===== config.mk =====
export PLATFORM = sky130hd
export DESIGN_NAME = wrr_arb_n
export DESIGN_NICKNAME = d
export VERILOG_FILES = /design/src/rtl/wrr_arb_n.sv
export SDC_FILE = /design/constraint.sdc
export NUM_CORES = 1
export LEC_CHECK = 0
export BUFFER_PORTS_ARGS = -buffer_cell sky130_fd_sc_hd__buf_2
export CAP_MARGIN = 0
export CORE_ASPECT_RATIO = 0.9
export CORE_MARGIN = 10
export CORE_UTILIZATION = 45
export CTS_CLUSTER_DIAMETER = 100
export DETAILED_ROUTE_END_ITERATION = 10
export PLACE_DENSITY = 0.79
export SYNTH_ARGS = -nofsm -noshare
export SYNTH_HDL_FRONTEND = slang
export SYNTH_SLANG_ARGS = --single-unit

===== constraint.sdc =====
create_clock -name clk -period 5 [get_ports clk]
set_input_delay 0.5 -clock clk [delete_from_list [all_inputs] [get_ports clk]]
set_output_delay 0.5 -clock clk [all_outputs]
set_load 0.01 [all_outputs]

===== src/rtl/wrr_arb_n.sv =====
// Weighted round-robin arbiter with per-winner burst credits and packet-atomic hold.
// Priority rotates from sel+1 (mask + fallback encoder); grant, sel, credit and owner are registered.

module wrr_arb_lane #(
  parameter int INPUT_NBITS = 5,
  parameter int IDX         = 0
) (
  input  logic [INPUT_NBITS-1:0] i_sel,
  input  logic                   i_gnt,
  output logic                   o_is_sel,
  output logic                   o_above,
  output logic                   o_ack
);
  localparam logic [INPUT_NBITS-1:0] L_IDX = INPUT_NBITS'(IDX);

  assign o_is_sel = (i_sel == L_IDX);
  assign o_above  = (L_IDX > i_sel);
  assign o_ack    = i_gnt & o_is_sel;
endmodule

module wrr_arb_n #(
  parameter int NUM_OF_INPUT = 20,
  parameter int INPUT_NBITS  = 5,
  parameter int WEIGHT_NBITS = 4
) (
  input  logic                                 clk,
  input  logic                                 rstn,
  input  logic [NUM_OF_INPUT-1:0]              req,
  input  logic [NUM_OF_INPUT-1:0]              hold,
  input  logic [NUM_OF_INPUT*WEIGHT_NBITS-1:0] weight,
  input  logic                                 en,
  output logic [NUM_OF_INPUT-1:0]              ack,
  output logic [INPUT_NBITS-1:0]               sel,
  output logic                                 gnt
);
  localparam logic [INPUT_NBITS-1:0]  L_SEL_RST = INPUT_NBITS'(NUM_OF_INPUT-1);
  localparam logic [WEIGHT_NBITS-1:0] L_ONE     = WEIGHT_NBITS'(1);

  logic [INPUT_NBITS-1:0]  r_sel, w_sel_nxt;
  logic                    r_gnt, w_gnt_nxt;
  logic                    r_own, w_own_nxt;
  logic [WEIGHT_NBITS-1:0] r_cnt, w_cnt_nxt;

  logic [NUM_OF_INPUT-1:0] w_is_sel, w_above, w_req_hi;
  logic                    w_hi_any, w_any, w_req_sel, w_hold_sel, w_keep;
  logic [INPUT_NBITS-1:0]  w_hi_idx, w_lo_idx, w_win_idx;
  logic [WEIGHT_NBITS-1:0] w_win_wt, w_weff;

  for (genvar g = 0; g < NUM_OF_INPUT; g++) begin : g_lane
    wrr_arb_lane #(.INPUT_NBITS(INPUT_NBITS), .IDX(g)) u_lane (
      .i_sel    (r_sel),
      .i_gnt    (r_gnt),
      .o_is_sel (w_is_sel[g]),
      .o_above  (w_above[g]),
      .o_ack    (ack[g])
    );
  end

  // Requests strictly above the pointer first; otherwise wrap to the lowest request,
  // which includes the current owner as the last candidate.
  assign w_req_hi = req & w_above;
  assign w_any    = |req;

  always_comb begin
    w_hi_any = 1'b0;
    w_hi_idx = '0;
    w_lo_idx = '0;
    for (int i = NUM_OF_INPUT-1; i >= 0; i--) begin
      if (w_req_hi[i]) begin
        w_hi_any = 1'b1;
        w_hi_idx = INPUT_NBITS'(i);
      end
      if (req[i]) w_lo_idx = INPUT_NBITS'(i);
    end
  end

  assign w_win_idx = w_hi_any ? w_hi_idx : w_lo_idx;

  always_comb begin
    w_win_wt = '0;
    for (int i = 0; i < NUM_OF_INPUT; i++)
      if (INPUT_NBITS'(i) == w_win_idx) w_win_wt = weight[i*WEIGHT_NBITS +: WEIGHT_NBITS];
  end

  assign w_weff     = (w_win_wt == '0) ? L_ONE : w_win_wt;
  assign w_req_sel  = |(req & w_is_sel);
  assign w_hold_sel = |(hold & w_is_sel);
  assign w_keep     = r_own & w_req_sel & ((r_cnt > L_ONE) | w_hold_sel);

  always_comb begin
    w_sel_nxt = r_sel;
    w_gnt_nxt = 1'b0;
    w_own_nxt = r_own;
    w_cnt_nxt = r_cnt;
    if (en) begin
      if (w_keep) begin
        w_gnt_nxt = 1'b1;
        if (r_cnt > L_ONE) w_cnt_nxt = r_cnt - L_ONE;
      end else if (w_any) begin
        w_sel_nxt = w_win_idx;
        w_gnt_nxt = 1'b1;
        w_own_nxt = 1'b1;
        w_cnt_nxt = w_weff;
      end else begin
        w_own_nxt = 1'b0;
      end
    end
  end

  always_ff @(posedge clk or negedge rstn) begin
    if (!rstn) begin
      r_sel <= L_SEL_RST;
      r_gnt <= 1'b0;
      r_own <= 1'b0;
      r_cnt <= '0;
    end else begin
      r_sel <= w_sel_nxt;
      r_gnt <= w_gnt_nxt;
      r_own <= w_own_nxt;
      r_cnt <= w_cnt_nxt;
    end
  end

  assign sel = r_sel;
  assign gnt = r_gnt;
endmodule


==> flow_metrics.env, run 1 <==
export IMPL_status="completed"
export IMPL_clock_skew_ns=0.000939
export IMPL_clkLatencyLatePin_ns=0.24
export IMPL_area_growth_pct=23.9
export IMPL_yosysWarnings=0
export IMPL_grtUsageTotal=0.224
export IMPL_final_nets=681
export IMPL_grt_util_met2=0.372
export IMPL_max_freq_mhz=218
export IMPL_grt_pass1_wl_microns=19900
export IMPL_antenna_left=0
export IMPL_arrival_ns=4.74
export IMPL_worst_pin_slew_ns=0.748
export IMPL_reg2reg_slack_ns=0.41
export IMPL_coreArea_sq_um=6520
export IMPL_cts_resized=0
export IMPL_path_clk_slew_ns=0.05
export IMPL_diodes=0
export IMPL_finalNonFillerCells=645
export IMPL_synth_compound_area_frac=0.373
export IMPL_hpwl_microns=10000
export IMPL_viasPerCell=6.31
export IMPL_yosysTopAreaCell="dfrtp_1"
export IMPL_grt_busiest_layer="met2"
export IMPL_finalCriticalPeriod_ns=4.59
export IMPL_maxCapViolCount=0
export IMPL_hold_viol_final=0
export IMPL_tns_ns=0
export IMPL_cts_root_buffer="clkbuf_8"
export IMPL_syn_area_sq_um=2980
export IMPL_cp_end_kind="flop"
export IMPL_synth_ff_type="dfrtp_1"
export IMPL_period_share=0.918
export IMPL_postCtsSetupRepairBufs=0
export IMPL_rsz0062_at_grt="no"
export IMPL_grt_max_degree=38
export IMPL_p_per_area_nw_per_um2=673
export IMPL_nFillCells=641
export IMPL_drc_errors=0
export IMPL_drt_wl_total_microns=12500
export IMPL_worstPathMaxFanout=37
export IMPL_initial_core_util=0.457
export IMPL_grt_pass1_vias=4078
export IMPL_synthesis_nets=564
export IMPL_setup_worst_path_class="flop to flop"
export IMPL_synth_xor_area_frac=0
export IMPL_die_h_microns=97.2
export IMPL_portBuffers=148
export IMPL_setup_viol=0
export IMPL_cp_required_ns=5.15
export IMPL_grt_met1_usage=0.266
export IMPL_synth_area_leaders="dfrtp_1 (6.7%), nor2_1 (6.7%), buf_4 (5.8%)"
export IMPL_synth_avg_cell_area_sq_um=6.79
export IMPL_postCtsHoldBufs=0
export IMPL_synth_cell_type_count=75
export IMPL_dr_pass1_iters=5
export IMPL_synth_edf_count=0
export IMPL_ys_seq_area_frac=0.0936
export IMPL_synth_top_family_by_area="compound AO/OA/AOI/OAI gates"
export IMPL_drt_iter0_markers=312
export IMPL_numCtsBuffers=3
export IMPL_vdd_drop_max_uv=394
export IMPL_gp_congestion=0.945
export IMPL_fp_dieArea_sq_um=10300
export IMPL_overflow=0
export IMPL_yosys_register_bits=11
export IMPL_startpoint_type="flop"
export IMPL_yosysMostFrequentCell="nor2_1"
export IMPL_synth_cells=439
export IMPL_rows=28
export IMPL_yosys_area_share_simple=0.328
export IMPL_use_met3=0.0643
export IMPL_worstHoldPathType="input pin to async pin"
export IMPL_synth_top_area_frac=0.0672
export IMPL_h_tree_depth=1
export IMPL_relSlewSlack=0.499
export IMPL_avgRoutedWirePerCell_microns=19.4
export IMPL_drv_slew=0
export IMPL_cts_path_max_buffers=2
export IMPL_synthArstFlopShare=1.00
export IMPL_num_vias=4072
export IMPL_worst_hold_slack_ns=0.119
export IMPL_cts_tree="yes"
export IMPL_synth_adder_area_share=0.00840
export IMPL_antenna_found_initial=0
export IMPL_yosys_top_cells_count="nor2_1 (53), nand2_1 (36), nand3_1 (26)"
export IMPL_p_leak_nw=1.65
export IMPL_placed_cells=641
export IMPL_drive_above_1_share=0.353
export IMPL_rr_worst_depth=11
export IMPL_synthMuxAreaShare=0.0848
export IMPL_die_w_microns=106
export IMPL_cts_sinks=11
export IMPL_ioPinCount=149
-- where the power goes --
part	internal [mW]	switching, mW	total (mW)	leakage [nW]
registers	0.139	0.107	0.246	0.125
clock network	0.0557	0.0307	0.0864	0.0228
logic	0.865	1.29	2.15	1.50
total	1.06	1.43	2.49	1.65
-- through the flow --
stage / power [mW] / worst slack [ns] / area [sq um] / util
after floorplan: 1.83 / 1.25 / 2980 / -
after global placement: 2.32 / 0.584 / 3650 / 0.560
after detailed placement: 2.35 / 0.444 / 3650 / 0.560
after CTS: 2.45 / 0.430 / 3690 / 0.567
after global routing: 2.69 / 0.130 / 3690 / 0.567
final: 2.49 / 0.410 / 3690 / 0.567
-- registers in the layout (all words and copies together) (netlist names) --
register	flops
r_own	1
r_cnt	4
gnt	1
sel	5
-- critical path: stages (launching register included) --
cell and delay (ns):
dfstp_2 0.97, a211oi_1 0.23, a221oi_2 0.43, nand2_1 0.09
or4_1 0.52, or4_1 0.56, and2_1 0.45, nor4_1 0.38
a311oi_1 0.08, a311o_1 0.40, and2_1 0.16, o31ai_2 0.22
-- routing by layer --
metal  wire [microns]  vias up
li1                 -     1919
met1             4940     1843
met2             5690      275
met3             1490       35
met4              395        0
met5                0        -
-- area by class of cell --
type	instances	area (sq um)	area share
tap	90	113	0.0305
inverter	10	37.5	0.0102
clock buffer	4	45.0	0.0122
multi-input combinational	368	2370	0.643
sequential	11	279	0.0755
timing repair buffer	162	846	0.229
-- cells by family after synthesis --
kind of cell | count (synthesis)
AOI/OAI and AO/OA | 151
adders and majority gates | 2
buffers and inverters | 60
DFF | 11
muxes | 22
and+or+nand+nor | 193
-- worst paths after layout --
kind                         from       end
setup / recovery           sel[1]  r_cnt[0]
hold / removal               rstn     r_own
setup reg to reg           sel[1]  r_cnt[0]
hold reg to reg             r_own     r_own
max in group asynchronous    rstn    sel[0]
min in group clk            r_own     r_own
-- cell usage in the layout, fill, tap and decap left out, types with 7 or more instances in the layout --
| master | instances |
|---|---|
| buf_2 | 148 |
| nor2_1 | 53 |
| nand2_1 | 36 |
| nand3_1 | 26 |
| o21ai_0 | 23 |
| a21oi_1 | 22 |
| mux2i_1 | 14 |
| buf_4 | 14 |
| o211ai_1 | 13 |
| nor3_1 | 12 |
| inv_1 | 10 |
| nor4_1 | 8 |
| and2_1 | 8 |
| dfrtp_1 | 8 |
| a31oi_1 | 7 |
| o31ai_1 | 7 |
No activity file was read; power rests on OpenSTA's default activity.
==> inputs of run 2 (changes only) <==
Settings changed: CORE_UTILIZATION 45 to 43.
Clock period 5 ns to 4 ns, I/O delays scaled along.
==> run 2 against run 1 <==
Compared with the run above:
- die area is 3.7% higher
- non-clock buffer count grew 51
- largest power group unchanged
- sequential cell count did not move
- clock skew up 0.0034 ns
==> flow_metrics.env, run 2 (synthesis gave the netlist of run 1 again) <==
export IMPL_cp_end_kind="flop"
export IMPL_max_freq_mhz=254
export IMPL_area_growth_pct=41.2
export IMPL_grt_pass1_vias=4296
export IMPL_cts_sinks=11
export IMPL_drt_wl_total_microns=14400
export IMPL_num_vias=4365
export IMPL_hpwl_microns=11800
export IMPL_diodes=0
export IMPL_finalNonFillerCells=696
export IMPL_cts_path_max_buffers=2
export IMPL_final_cell_mix="buf_2 (148), buf_4 (61), nor2_1 (53)"
export IMPL_hold_viol_final=0
export IMPL_maxCapViolCount=0
export IMPL_viasPerCell=6.27
export IMPL_p_sw_frac=0.538
export IMPL_arrival_ns=4.08
export IMPL_antenna_left=0
export IMPL_tns_ns=0
export IMPL_period_share=0.983
export IMPL_placed_cells=676
export IMPL_final_area_sq_um=4210
export IMPL_avgRoutedWirePerCell_microns=20.7
export IMPL_layout_commonest_cell="buf_2"
export IMPL_largest_reg_flops=5
export IMPL_pwr_share_clk=0.030
export IMPL_drt_iter0_markers=383
export IMPL_clock_skew_ns=0.00434
export IMPL_nFillCells=660
export IMPL_finalCriticalPeriod_ns=3.93
export IMPL_gp_congestion=0.981
export IMPL_antenna_found_initial=0
export IMPL_drc_errors=0
export IMPL_pre_cts_ws_ns=-0.0276
export IMPL_worstPathMaxFanout=6
export IMPL_dpl_instance_area_sq_um=3940
export IMPL_setup_worst_path_class="flop to flop"
export IMPL_vdd_drop_max_uv=494
export IMPL_fin_ws_ns=0.0683
export IMPL_numCtsBuffers=3
export IMPL_drive_above_1_share=0.429
export IMPL_status="completed"
export IMPL_worst_pin_slew_ns=0.568
export IMPL_comb_power_share=0.910
export IMPL_cts_root_buffer="clkbuf_8"
export IMPL_initial_core_util=0.448
export IMPL_die_w_microns=108
export IMPL_relSlewSlack=0.618
export IMPL_cts_tree="yes"
export IMPL_fp_dieArea_sq_um=10700
export IMPL_grtUsageTotal=0.246
export IMPL_setup_viol=0
export IMPL_grt_max_degree=27
export IMPL_cp_required_ns=4.15
export IMPL_p_seq_frac=0.060
export IMPL_coreArea_sq_um=6660
export IMPL_portBuffers=148
export IMPL_worstHoldPathType="input pin to async pin"
export IMPL_dr_pass1_iters=5
export IMPL_final_nets=732
export IMPL_drv_slew=0
export IMPL_rows=28
export IMPL_h_tree_depth=1
export IMPL_clkLatencyLatePin_ns=0.24
export IMPL_ioPinCount=149
export IMPL_internal_power_mw=1.74
export IMPL_postCtsHoldBufs=0
export IMPL_p_leak_nw=1.92
export IMPL_grt_pass1_wl_microns=21900
export IMPL_startpoint_type="flop"
export IMPL_die_h_microns=99.0
export IMPL_p_per_area_nw_per_um2=895
export IMPL_path_clk_slew_ns=0.05
export IMPL_power_switching_mw=2.03
export IMPL_overflow=0
run 2: cell count changes in the layout (fill, tap and decap cells not counted), sizes merged:
cell,delta
buf,+50
clkbuf,+1
run 2: power groups by stage:
stage | registers [mW] | logic, mW | clock network [mW]
after floorplan | 0.218 | 2.07 | 0
after global placement | 0.229 | 3.10 | 0
after detailed placement | 0.232 | 3.11 | 0
after CTS | 0.230 | 3.13 | 0.113
after global routing | 0.233 | 3.68 | 0.120
final | 0.227 | 3.43 | 0.114
run 2: cell type report:
cell class / instances / area (sq um) / share of cell area
Timing Repair Buffer: 213 / 1270 / 0.303
Inverter: 10 / 37.5 / 0.00892
Sequential cell: 11 / 279 / 0.0663
Multi-Input combinational cell: 368 / 2460 / 0.584
Clock buffer: 4 / 45.0 / 0.0107
Tap cell: 90 / 113 / 0.0268
run 2: critical path: stages, from the launching register on:
cell and delay (ns):
dfstp_2 0.60, buf_6 0.14, nor2_1 0.07, o211ai_2 0.25
o311ai_4 0.16, or4_4 0.57, or4_4 0.59, nand2_4 0.12
nor2_2 0.05, a221o_1 0.35, or4_4 0.55, and3_1 0.17
o31ai_2 0.19
run 2: stage by stage:
step                power (mW)   util  hold slack (ns)
floorplan                 2.29      -            0.104
CTS                       3.47  0.599           0.0261
global placement          3.32  0.591            0.280
detailed placement        3.34  0.591            0.280
global route              4.03  0.632           0.0277
finish                    3.77  0.632           0.0174
run 2: metal layers:
layer  track usage  part of all wire
met1         0.294              0.40
met4        0.0801             0.029
met3        0.0755              0.11
met2         0.408              0.46
met5             0                 0
run 2: worst paths after layout:
check	start	end	slack [ns]	depth (start not counted)
worst min-delay path	rstn	r_cnt[3]	0.02	1
max in group asynchronous	rstn	sel[1]	3.72	1
min in group clk	en	r_own	0.48	3
worst max-delay path	sel[1]	r_cnt[0]	0.07	12
worst max register to register	sel[1]	r_cnt[0]	0.07	12
worst min register to register	r_own	r_own	0.49	1
run 2: timing repair:
item | 4_1_cts | 5_1_grt
pin swaps | 0 | 12
cloned | 0 | 1
buffers inserted | 0 | 15
gates resized for setup | 2 | 18
setup endpoints to repair | 1 | 3
